[src/rtl/product_accumulator_if.sv]
// Stream bundle for product_accumulator: product input stream (with block
// length config) and the block-result output stream.
//   slave  - the accumulator side
//   master - the upstream/downstream environment side
interface product_accumulator_if #(
  parameter int IN_W  = 64,
  parameter int ACC_W = 72,
  parameter int CNT_W = 8
);
  logic             in_valid;
  logic             in_ready;
  logic [IN_W-1:0]  in_product;
  logic [CNT_W-1:0] cfg_len;
  logic             out_valid;
  logic             out_ready;
  logic [ACC_W-1:0] out_sum;
  logic [CNT_W-1:0] out_count;
  logic             out_ovf;

  modport slave (
    input  in_valid, in_product, cfg_len, out_ready,
    output in_ready, out_valid, out_sum, out_count, out_ovf
  );

  modport master (
    output in_valid, in_product, cfg_len, out_ready,
    input  in_ready, out_valid, out_sum, out_count, out_ovf
  );
endinterface

[src/rtl/product_accumulator.sv]
// product_accumulator: sums a block of cfg_len unsigned products (0 means
// 2**CNT_W) into an ACC_W-bit result presented on a valid/ready output.
// A new block may start in the same cycle the previous result is taken, so
// blocks stream back to back with no bubble.
// Optional feature macro: ACC_SAT_EN -- when defined, the sum clamps to
// 2**ACC_W-1 on overflow for the rest of the block; otherwise it wraps.
// out_ovf reports overflow in both builds.
module product_accumulator #(
  parameter int IN_W  = 64,
  parameter int ACC_W = 72,
  parameter int CNT_W = 8
) (
  input logic                clk,
  input logic                rst,
  product_accumulator_if.slave bus
);

  typedef enum logic [1:0] {IDLE, ACC, DONE} state_t;

  localparam logic [CNT_W:0] MAX_LEN = {1'b1, {CNT_W{1'b0}}};
  localparam logic [CNT_W:0] ONE     = {{CNT_W{1'b0}}, 1'b1};

  state_t           state, state_nxt;
  logic [ACC_W-1:0] acc, acc_nxt;
  logic [CNT_W:0]   cnt;      // one extra bit so a full 2**CNT_W block is countable
  logic [CNT_W:0]   len_q;
  logic [CNT_W:0]   len_eff;
  logic [CNT_W:0]   cnt_inc;
  logic [ACC_W:0]   sum_wide;
  logic             carry;
  logic             ovf;
  logic             beat;
  logic             start;
  logic             acc_beat;

  assign beat     = bus.in_valid && bus.in_ready;
  // A beat outside ACC always opens a new block (in DONE it coincides with
  // the result handshake because in_ready follows out_ready there).
  assign start    = beat && (state != ACC);
  assign acc_beat = beat && (state == ACC);
  assign len_eff  = (bus.cfg_len == '0) ? MAX_LEN : {1'b0, bus.cfg_len};
  assign cnt_inc  = cnt + ONE;
  assign sum_wide = (ACC_W+1)'(acc) + (ACC_W+1)'(bus.in_product);
  assign carry    = sum_wide[ACC_W];

  // State register.
  always_ff @(posedge clk or posedge rst) begin
    // NOTE: sequential state uses non-blocking assignments so every flop
    // samples pre-edge values regardless of block evaluation order.
    if (rst) state <= IDLE;
    else     state <= state_nxt;
  end

  // Next-state logic.
  always_comb begin
    // NOTE: default first so no path leaves state_nxt unassigned (no latch).
    state_nxt = state;
    unique case (state)
      IDLE: if (start) state_nxt = (len_eff == ONE) ? DONE : ACC;
      ACC:  if (acc_beat && (cnt_inc == len_q)) state_nxt = DONE;
      DONE: begin
        if (bus.out_ready) begin
          if (start) state_nxt = (len_eff == ONE) ? DONE : ACC;
          else       state_nxt = IDLE;
        end
      end
      default: state_nxt = IDLE;
    endcase
  end

  // Handshake outputs; in_ready is forced low while reset is asserted.
  always_comb begin
    bus.in_ready  = 1'b0;
    bus.out_valid = 1'b0;
    if (!rst) begin
      unique case (state)
        IDLE:    bus.in_ready = 1'b1;
        ACC:     bus.in_ready = 1'b1;
        DONE: begin
          bus.in_ready  = bus.out_ready;
          bus.out_valid = 1'b1;
        end
        default: bus.in_ready = 1'b0;
      endcase
    end
  end

  // Accumulator update for a mid-block beat: wrap or clamp on carry-out.
  always_comb begin
`ifdef ACC_SAT_EN
    if (carry || ovf) acc_nxt = '1;
    else              acc_nxt = sum_wide[ACC_W-1:0];
`else
    acc_nxt = sum_wide[ACC_W-1:0];
`endif
  end

  // Block datapath: first beat loads, later beats accumulate; held in DONE.
  always_ff @(posedge clk or posedge rst) begin
    if (rst) begin
      acc   <= '0;
      cnt   <= '0;
      len_q <= '0;
      ovf   <= 1'b0;
    end else if (start) begin
      acc   <= ACC_W'(bus.in_product);
      cnt   <= ONE;
      len_q <= len_eff;
      ovf   <= 1'b0;
    end else if (acc_beat) begin
      acc   <= acc_nxt;
      cnt   <= cnt_inc;
      ovf   <= ovf | carry;
    end
  end

  assign bus.out_sum   = acc;
  assign bus.out_count = cnt[CNT_W-1:0];
  assign bus.out_ovf   = ovf;

endmodule

[src/flat_wrapper.sv]
// flat-port wrapper written by rule: the top's interface ports become plain ports
module product_accumulator_flat 
#(
  parameter int IN_W  = 64,
  parameter int ACC_W = 72,
  parameter int CNT_W = 8
)
  (clk, rst, bus_in_valid, bus_in_product, bus_cfg_len, bus_out_ready, bus_in_ready, bus_out_valid, bus_out_sum, bus_out_count, bus_out_ovf);
  product_accumulator_if #(.IN_W(IN_W), .ACC_W(ACC_W), .CNT_W(CNT_W)) bus_i ();
  input logic clk;
  input logic rst;
  input wire logic [$bits(bus_i.in_valid)-1:0] bus_in_valid;
  input wire logic [$bits(bus_i.in_product)-1:0] bus_in_product;
  input wire logic [$bits(bus_i.cfg_len)-1:0] bus_cfg_len;
  input wire logic [$bits(bus_i.out_ready)-1:0] bus_out_ready;
  output wire logic [$bits(bus_i.in_ready)-1:0] bus_in_ready;
  output wire logic [$bits(bus_i.out_valid)-1:0] bus_out_valid;
  output wire logic [$bits(bus_i.out_sum)-1:0] bus_out_sum;
  output wire logic [$bits(bus_i.out_count)-1:0] bus_out_count;
  output wire logic [$bits(bus_i.out_ovf)-1:0] bus_out_ovf;
  assign bus_i.in_valid = bus_in_valid;
  assign bus_i.in_product = bus_in_product;
  assign bus_i.cfg_len = bus_cfg_len;
  assign bus_i.out_ready = bus_out_ready;
  assign bus_in_ready = bus_i.in_ready;
  assign bus_out_valid = bus_i.out_valid;
  assign bus_out_sum = bus_i.out_sum;
  assign bus_out_count = bus_i.out_count;
  assign bus_out_ovf = bus_i.out_ovf;
  product_accumulator #(.IN_W(IN_W), .ACC_W(ACC_W), .CNT_W(CNT_W)) u_core (.clk(clk), .rst(rst), .bus(bus_i));
endmodule
[config.mk]
export PLATFORM = sky130hd
export DESIGN_NAME = product_accumulator_flat
export DESIGN_NICKNAME = d
export VERILOG_FILES = /design/src/rtl/product_accumulator_if.sv /design/src/rtl/product_accumulator.sv /design/src/flat_wrapper.sv
export SDC_FILE = /design/constraint.sdc
export NUM_CORES = 1
export LEC_CHECK = 0
export BUFFER_PORTS_ARGS = -buffer_cell sky130_fd_sc_hd__buf_4
export CAP_MARGIN = 10
export CORE_ASPECT_RATIO = 1.4
export CORE_MARGIN = 2
export CORE_UTILIZATION = 49
export DETAILED_ROUTE_END_ITERATION = 8
export PLACE_DENSITY = 0.72
export SLEW_MARGIN = 25
export SYNTH_ARGS = -nofsm -noshare
export SYNTH_HDL_FRONTEND = slang
export SYNTH_SLANG_ARGS = --single-unit
[constraint.sdc]
create_clock -name clk -period 6.9 [get_ports clk]
set_input_delay 2.07 -clock clk [delete_from_list [all_inputs] [get_ports clk]]
set_output_delay 2.07 -clock clk [all_outputs]
set_load 0.02 [all_outputs]
==> qor.yml, run 1 <==
clock_latency_ns: 0.37
layout.nets: 1329
r2r_cells: 14
relSlewSlack_pct: 44.26
detail_route.wl_per_cell_um: 16.89
syn_inst: 1079
cts_setup_buffers: 0
ys_seq_elements: 93
synthFlopType: "dfrtp_1"
fin_cells: 1396
antenna_found_initial: 1
reg2reg_to: "u_core.bus.out_sum[62]"
fin_util_pct: 58.35
period_share_pct: 71.18
crit_arrival_ns: 5.21
clock-sinks: 93
drt_iter0_drc: 349
cts_tree: "yes"
post-route-min-period_ns: 4.911
crit_type: "in2reg"
start_util_pct: 49.79
die_x_um: 114.0
drc_errors: 0
syn_nets: 1221
ctsLongestPathBuffers: 2
crit_slowest_cell: "a2111oi_4"
fmax_ghz: 0.2036
grt_max_degree: 73
vdd_drop_max_mv: 0.2323
startpoint_type: "input pin"
postCtsHoldBufs: 0
dr.pass1.iters: 4
yosys-top-cells-count: "160 x nand2_1, 146 x a21oi_1, 96 x o21ai_0, 93 x dfrtp_1, 91 x nor2_1"
area_delta_synth_final_pct: 17.19
worst-path-buf-inv: 2
cts_made_buffers: 9
cp.required_ns: 7.20
max_cap_viol_count: 0
regToRegStartpoint: "u_core.bus.out_sum[0]"
hpwl_um: 17720
yosys_warnings: 0
grt_pass1_wl_um: 38740
total_leakage_power_nw: 4.521
ys_top_cells_by_area: "dfrtp_1 28%, ha_1 9.8%, a21oi_1 8.8%, nand2_1 7.2%, o21ai_0 5.8%"
numPortBuffers: 158
netlist_area_sq_um: 8303
synth_async_sr_flop_share_pct: 100.0
whs_path_depth: 2
setup.worst_path.end_class: "flip-flop"
synth_seq_area_share_pct: 28.03
drive_gt1_share_pct: 18.20
clkTransAtPathRegs_ns: 0.08
clock_skew_ns: 0.01030
die-area_sq_um: 18020
via_count: 8202
rsz0062_at_grt: "no"
n_fill_cell: 1630
yosysMostFrequentCell: "nand2_1"
slew_viol_final: 0
cts_resized: 0
io_pins: 159
syn_avg_cell_area_sq_um: 7.695
hold_end: "u_core.len_q[3]"
worstHoldStart: "u_core.len_q[3]"
cp_max_fo: 5
overflow: 0
totalWireLength_um: 23580
grt_usage_pct: 26.62
cpLargestDelayFamily: "compound AO/OA/AOI/OAI gates"
postRouteAntennaNets: 0
outcome: "completed"
hold_viol: 0
cts-root-buf: "clkbuf_16"
ys_types: 75
holdCritPathClass: "reg2reg"
netlist.area_leader.share_pct: 28.03
grt_pass1_vias: 8143
num_rows: 56
max_stage_delay_ns: 0.46
cts_max_level: 3
dieHeight_um: 158.0
tightest_slew_ns: 0.8331
r2r_setup_slack_ns: 3.36
yosys.area.top_type: "dfrtp_1"
synth_edf_count: 0
setup_viol: 0
setup_tns_ns: 0
cp_cell_sequence: "buf_4 -> ha_1 -> inv_1 -> fa_1 -> or2b_1 -> a21oi_2 -> o21ai_2 -> a2111oi_4 -> nor2_2 -> o22ai_2 -> a211oi_4 -> a21oi_4 -> a221oi_1 -> or4_1 -> nand3_1"
core_region_area_sq_um: 16680
gp_congestion: 0.9247
dp_cells: 1379
p_per_area_nw_per_um2: 482.8
vias_per_cell: 5.875
[per-layer routing]
metal | track usage, % | share of wire [%] | vias up
met4 | 10.10 | 2.6 | 0
met5 | 0 | 0 | -
met3 | 3.982 | 4.6 | 39
met1 | 31.24 | 42 | 3885
met2 | 48.61 | 51 | 202
li1 | - | - | 4076
[cell usage in the layout (no fill, tap or decap), types with 5 or more instances in the layout]
cell type / Yosys / final
nand2b_1: 6 / 5
inv_1: 22 / 21
o21ai_0: 96 / 96
a21o_1: 28 / 28
o21ai_1: 5 / 5
ha_1: 65 / 65
a211oi_1: 8 / 8
xnor2_1: 46 / 46
and3_1: 15 / 15
buf_4: 8 / 162
nand2_1: 160 / 159
nor3_1: 17 / 17
nor2b_1: 9 / 9
and2_1: 6 / 5
clkbuf_16: 0 / 9
o31ai_1: 8 / 8
a31oi_1: 16 / 16
or3_1: 9 / 9
dfrtp_1: 93 / 93
o21bai_1: 11 / 11
nand4_1: 22 / 22
o211ai_1: 7 / 7
nor2_1: 91 / 91
nand3_1: 31 / 31
a21oi_1: 146 / 146
xor2_1: 25 / 25
[cell type report]
class | count | area, sq um | area share (%)
clock inverters | 7 | 88.84 | 0.9129
clock buffers | 9 | 225.2 | 2.315
flip-flops and latches | 93 | 2327 | 23.92
well taps | 203 | 254.0 | 2.610
inverters | 22 | 87.58 | 0.9001
multi-input cells | 899 | 5529 | 56.82
diodes | 1 | 2.502 | 0.02572
repair buffers | 162 | 1216 | 12.50
[per-stage QoR]
stage / area [sq um] / worst slack (ns) / total power, mW / hold slack (ns)
finish: 9731 / 1.989 / 4.698 / 0.4983
detailed placement: 9414 / 1.669 / 4.160 / 0.4832
global route: 9731 / 1.794 / 5.128 / 0.5151
CTS: 9728 / 2.024 / 4.714 / 0.5038
floorplan: 8303 / 2.170 / 3.342 / 0.4652
global placement: 9410 / 1.720 / 4.128 / 0.4804
[kinds of logic after synthesis]
family	count (synthesis)	share of synthesized area [%]
AOI/OAI and AO/OA	363	26.42
xor gates and xnor gates	71	7.489
adders and majority gates	66	10.04
DFF	93	28.03
and+or+nand+nor	396	22.09
muxes	3	0.3617
buffers and inverters	87	5.575
[how the worst max path moves through the flow]
stage,startpoint,end,slack [ns],depth (start not counted)
6_report,bus_in_product[0],u_core.bus.out_sum[62],1.99,15
4_1_cts,bus_in_product[0],u_core.bus.out_sum[62],2.02,15
2_1_floorplan,bus_in_product[0],u_core.bus.out_sum[62],2.17,14
3_5_place_dp,bus_in_product[0],u_core.bus.out_sum[68],1.67,15
5_1_grt,bus_in_product[0],u_core.bus.out_sum[60],1.79,15
3_3_place_gp,bus_in_product[0],u_core.bus.out_sum[68],1.72,15
[power by group]
part | switching (mW) | internal, mW
clock | 0.271 | 0.261
combinational | 1.89 | 1.27
sequential | 0.235 | 0.772
[worst reg2reg max path, delay by kind of cell, from the launching register on]
family                   cells  cell delay (ns)
AO/OA/AOI/OAI                7             1.53
buffers and inverters        1             0.06
AND/OR/NAND/NOR              4             0.90
flip-flops                   1             0.41
adder cells (fa/ha/maj)      2             0.59
[registers in the layout, indices dropped and copies added, names as in the netlist]
name and cells:
u_core.bus.out_ovf 1, u_core.cnt 9, u_core.len_q 9, u_core.state 2
u_core.bus.out_sum 72
(Power assumes the default switching activity.)
==> run 2: changes to the inputs <==
PLACE_DENSITY = 0.75   (was 0.72)
clock period = 4.1 ns   (was 6.9 ns; I/O delays follow)
==> qor.yml, run 2 (synthesis results as in run 1) <==
layout.nets: 1387
hold_viol: 0
hold_end: "u_core.len_q[5]"
r2r_cells: 15
grt.met2_usage_pct: 48.98
antenna_found_initial: 0
startpoint_type: "input pin"
crit_arrival_ns: 4.23
core_region_area_sq_um: 16680
whs_path_depth: 2
gp_congestion: 0.9199
clock_latency_ns: 0.37
grtUsageMet3_pct: 3.369
grt_max_degree: 76
crit_start: "bus_in_product[0]"
period_share_pct: 96.17
die_x_um: 114.0
final_common_cell: "buf_4"
r2r_setup_slack_ns: 0.66
rsz0062_at_grt: "no"
n_fill_cell: 1582
numPortBuffers: 158
num_rows: 56
relSlewSlack_pct: 45.21
hpwl_um: 18250
cts-root-buf: "clkbuf_16"
drive_gt1_share_pct: 22.08
regToRegStartpoint: "u_core.bus.out_sum[0]"
holdCritPathClass: "reg2reg"
top_usage_layer: "met2"
area_delta_synth_final_pct: 22.39
grt.met1_usage_pct: 31.76
tightest_slew_ns: 0.8219
setup_viol: 0
largest_register_ffs: 72
ctsLongestPathBuffers: 2
post-route-min-period_ns: 3.943
place_ws_ns: -0.2607
start_util_pct: 49.79
io_pins: 159
diodes: 0
vdd_drop_max_mv: 0.4114
drt_iter0_drc: 567
cp_max_fo: 3
worstHoldStart: "u_core.len_q[5]"
cts_made_buffers: 9
p_per_area_nw_per_um2: 817.0
clock_skew_ns: 0.01221
max_cap_viol_count: 0
outcome: "completed"
postRouteAntennaNets: 0
slew_viol_final: 0
setup.worst_path.end_class: "flip-flop"
cts_tree: "yes"
detail_route.wl_per_cell_um: 16.58
fmax_ghz: 0.2536
grt_pass1_wl_um: 39470
drc_errors: 0
dieHeight_um: 158.0
clock-sinks: 93
reg2reg_to: "u_core.bus.out_sum[50]"
postCtsHoldBufs: 0
grt_pass1_vias: 8395
clkTransAtPathRegs_ns: 0.08
grt_usage_pct: 26.96
vias_per_cell: 5.840
via_count: 8486
dr.pass1.iters: 5
cts_max_level: 3
overflow: 0
total_leakage_power_nw: 4.792
final_cell_mix: "220 x buf_4, 159 x nand2_1, 146 x a21oi_1, 96 x o21ai_0, 93 x dfrtp_1"
crit_type: "in2reg"
cp.required_ns: 4.39
dpl_cell_area_sq_um: 9847
totalWireLength_um: 24090
die-area_sq_um: 18020
final_area_sq_um: 10160
setup_tns_ns: 0
setup_ws_ns: 0.1571
## run 2: what timing repair did
action / CTS / global route
resized for setup: 0 / 2
buffers inserted: 0 / 0
endpoints found under the setup margin: 0 / 5
## run 2: power by group
part           leakage, nW  switching (mW)  internal, mW  total, mW
Sequential            1.14           0.390          1.30       1.69
Combinational         3.50            3.29          2.44       5.73
Clock                0.144           0.455         0.433      0.888
## run 2: worst max path at each step
stage | end | slack, ns
detailed placement | u_core.bus.out_ovf | -0.26
CTS | u_core.bus.out_ovf | 0.11
finish | u_core.bus.out_sum[50] | 0.16
floorplan | u_core.bus.out_sum[62] | 0.21
global placement | u_core.bus.out_sum[62] | -0.14
global route | u_core.bus.out_sum[26] | 0.05
## run 2: layer usage
metal,vias to the layer above,part of all wire [%]
met4,0,3.0
met3,47,5.0
li1,4180,-
met5,-,0
met1,4001,41
met2,258,51
## run 2: per-stage QoR
step           cells  power [mW]  util (%)  hold slack (ns)
5_1_grt         1453       9.002     60.94           0.5268
6_report        1453       8.302     60.94           0.5026
3_5_place_dp    1437       7.367     59.05           0.4837
3_3_place_gp    1437       7.283     59.05           0.4815
2_1_floorplan   1079       5.624         -           0.4652
4_1_cts         1453       8.287     60.86           0.5047
## run 2: layout make-up
cell class	instances	area, sq um	share of cell area (%)
clock buffers	9	225.2	2.216
well taps	203	254.0	2.499
multi-input cells	899	5542	54.53
clock inverters	7	77.57	0.7634
repair buffers	220	1652	16.25
flip-flops and latches	93	2327	22.90
inverters	22	85.08	0.8372
## run 2: worst max-delay path, stage by stage
cell       delay (ns)
buf_4            0.09
ha_1             0.17
inv_1            0.06
fa_1             0.39
or2b_1           0.27
a21oi_2          0.19
o21ai_2          0.12
a2111oi_4        0.46
buf_4            0.19
nor3_1           0.05
o21bai_1         0.27
a211oi_1         0.11
nor2_1           0.17
a221oi_1         0.12
xor2_1           0.16
a21oi_1          0.17
==> run 3: changes to the inputs <==
ABC_AREA = 1   (was not set)
MAX_ROUTING_LAYER = met4   (was not set)
PLACE_DENSITY = 0.73   (was 0.75)
==> qor.yml, run 3 <==
outcome: "completed"
yosys-top-cells-count: "687 x nand2_1, 278 x inv_1, 149 x nor2_1, 93 x dfrtp_1, 91 x nand3_1"
crit_top_cell: "nand2_1"
crit_arrival_ns: 3.55
cp_max_fo: 3
io_pins: 159
relSlewSlack_pct: 45.48
rsz0062_at_grt: "no"
diodes: 0
cts_made_buffers: 9
whs_path_depth: 2
via_count: 11450
fin_util_pct: 58.09
syn_avg_cell_area_sq_um: 5.911
hold_viol: 0
overflow: 0
fmax_ghz: 0.3042
yosysMostFrequentCell: "nand2_1"
crit_slowest_cell: "fa_1"
total_leakage_power_nw: 6.739
grt.met1_usage_pct: 36.93
setup_viol: 0
start_util_pct: 50.09
die-area_sq_um: 22200
top_usage_layer: "met2"
clock_latency_ns: 0.38
grtUsageMet3_pct: 4.478
max_cap_viol_count: 0
r2r_setup_slack_ns: 1.36
netlist_area_sq_um: 10300
dieHeight_um: 175.5
clock-sinks: 93
syn_nets: 1884
gp_congestion: 1.135
ctsLongestPathBuffers: 2
cp.required_ns: 4.37
layout.nets: 2029
area_delta_synth_final_pct: 15.98
totalWireLength_um: 38510
drive_gt1_share_pct: 13.53
max_stage_delay_ns: 0.40
cts-root-buf: "clkbuf_16"
synth_async_sr_flop_share_pct: 100.0
cts_resized: 0
ys_top_cells_by_area: "nand2_1 25%, dfrtp_1 23%, inv_1 10%, ha_1 7.9%, nor2_1 5.4%"
grt_usage_pct: 35.40
numPortBuffers: 158
final_cell_mix: "686 x nand2_1, 277 x inv_1, 166 x buf_4, 149 x nor2_1, 93 x dfrtp_1"
synthFlopType: "dfrtp_1"
vdd_drop_max_mv: 0.3685
grt_pass1_wl_um: 58830
slew_viol_final: 0
cp_cell_sequence: "buf_4 -> ha_1 -> inv_1 -> fa_1 -> inv_1 -> nand3_1 -> nand3_1 -> nand2_1 -> nand2_1 -> nand2_1 -> nand2_1 -> nand3_1 -> nand2_1 -> nand2_1 -> nand2_1 -> nand2_1 -> nand3_1 -> nand2_1"
holdCritPathClass: "reg2reg"
p_per_area_nw_per_um2: 731.6
clock_skew_ns: 0.01082
clkTransAtPathRegs_ns: 0.08
num_rows: 62
ys_seq_elements: 93
startpoint_type: "input pin"
period_share_pct: 80.18
cts_tree: "yes"
ys_types: 40
worst-path-buf-inv: 3
cpLargestDelayFamily: "simple AND/OR/NAND/NOR gates"
tightest_slew_ns: 0.8178
dr.pass1.iters: 6
syn_inst: 1742
post-route-min-period_ns: 3.287
postRouteAntennaNets: 0
antenna_found_initial: 0
synth_edf_count: 0
largest_register_ffs: 72
core_region_area_sq_um: 20560
hpwl_um: 31480
cts_setup_buffers: 0
grt_max_degree: 56
grt_pass1_vias: 10968
setup.worst_path.end_class: "flip-flop"
final_common_cell: "nand2_1"
synth_seq_area_share_pct: 22.60
netlist.area_leader.share_pct: 25.05
cp.depth: 18
yosys.area.top_type: "nand2_1"
vias_per_cell: 5.331
crit_type: "in2reg"
grt.met2_usage_pct: 63.19
drt_iter0_drc: 841
postCtsHoldBufs: 0
detail_route.wl_per_cell_um: 17.93
cts_max_level: 3
yosys_warnings: 0
setup_tns_ns: 0
die_x_um: 126.5
r2r_cells: 17
drc_errors: 0
-- run 3: cell types whose count changed in the layout (fill, tap and decap cells not counted), moves of 23 or more --
cell     change
a21o_1      -28
a21oi_1     -64
a22o_1      +23
buf_4       -54
inv_1      +256
nand2_1    +527
nand3_1     +60
nor2_1      +58
o21ai_0     -61
xnor2_1     -26
-- run 3: cell families (layout without fill, tap and decap cells) --
kind of cell               after synthesis  count (layout)  share of synthesized area, %
AOI/OAI and AO/OA                      193             193                         11.36
xor gates and xnor gates                33              33                         2.807
adders and majority gates               66              66                         8.093
buffers and inverters                  325             475                         13.05
DFF                                     93              93                         22.60
and+or+nand+nor                       1032            1032                         42.08
-- run 3: through the flow --
stage / total power, mW / instances / instance area, sq um / hold slack (ns) / setup WS (ns)
floorplan: 5.779 / 1742 / 10300 / 0.4551 / 0.4497
global placement: 7.774 / 2132 / 11660 / 0.4773 / 0.4389
detailed placement: 7.808 / 2132 / 11660 / 0.4817 / 0.4276
CTS: 8.707 / 2148 / 11940 / 0.5003 / 0.8337
global route: 9.424 / 2148 / 11940 / 0.5399 / 0.5952
finish: 8.737 / 2148 / 11940 / 0.5018 / 0.8125
-- run 3: power breakdown --
group | internal, mW | switching, mW | total [mW]
clock network | 0.421 | 0.452 | 0.873
registers | 1.29 | 0.389 | 1.68
logic | 2.17 | 4.02 | 6.18
total | 3.88 | 4.86 | 8.74
-- run 3: routing by layer --
layer	vias up	part of all wire, %
li1	5730	-
met4	0	6.5
met5	-	0
met2	373	52
met1	5232	37
met3	115	4.6
-- run 3: final timing paths --
path                                       start                      to
max                            bus_in_product[0]  u_core.bus.out_sum[60]
min reg2reg                      u_core.len_q[4]         u_core.len_q[4]
min in group asynchronous                    rst         u_core.state[1]
max reg2reg                u_core.bus.out_sum[0]  u_core.bus.out_sum[60]
max in group asynchronous                    rst  u_core.bus.out_sum[32]
min                              u_core.len_q[4]         u_core.len_q[4]
-- run 3: worst min-delay path: stages (launching register included) --
cell,delay [ns]
dfrtp_1,0.37
nand2_1,0.06
nand2_1,0.05
-- run 3: layout make-up --
type / count / area, sq um
Fill cell: 2190 / 8616
Sequential cell: 93 / 2327
Multi-Input combinational cell: 1324 / 6628
Tap cell: 256 / 320.3
Clock inverter: 7 / 60.06
Inverter: 291 / 1095
Clock buffer: 9 / 225.2
Timing Repair Buffer: 168 / 1286
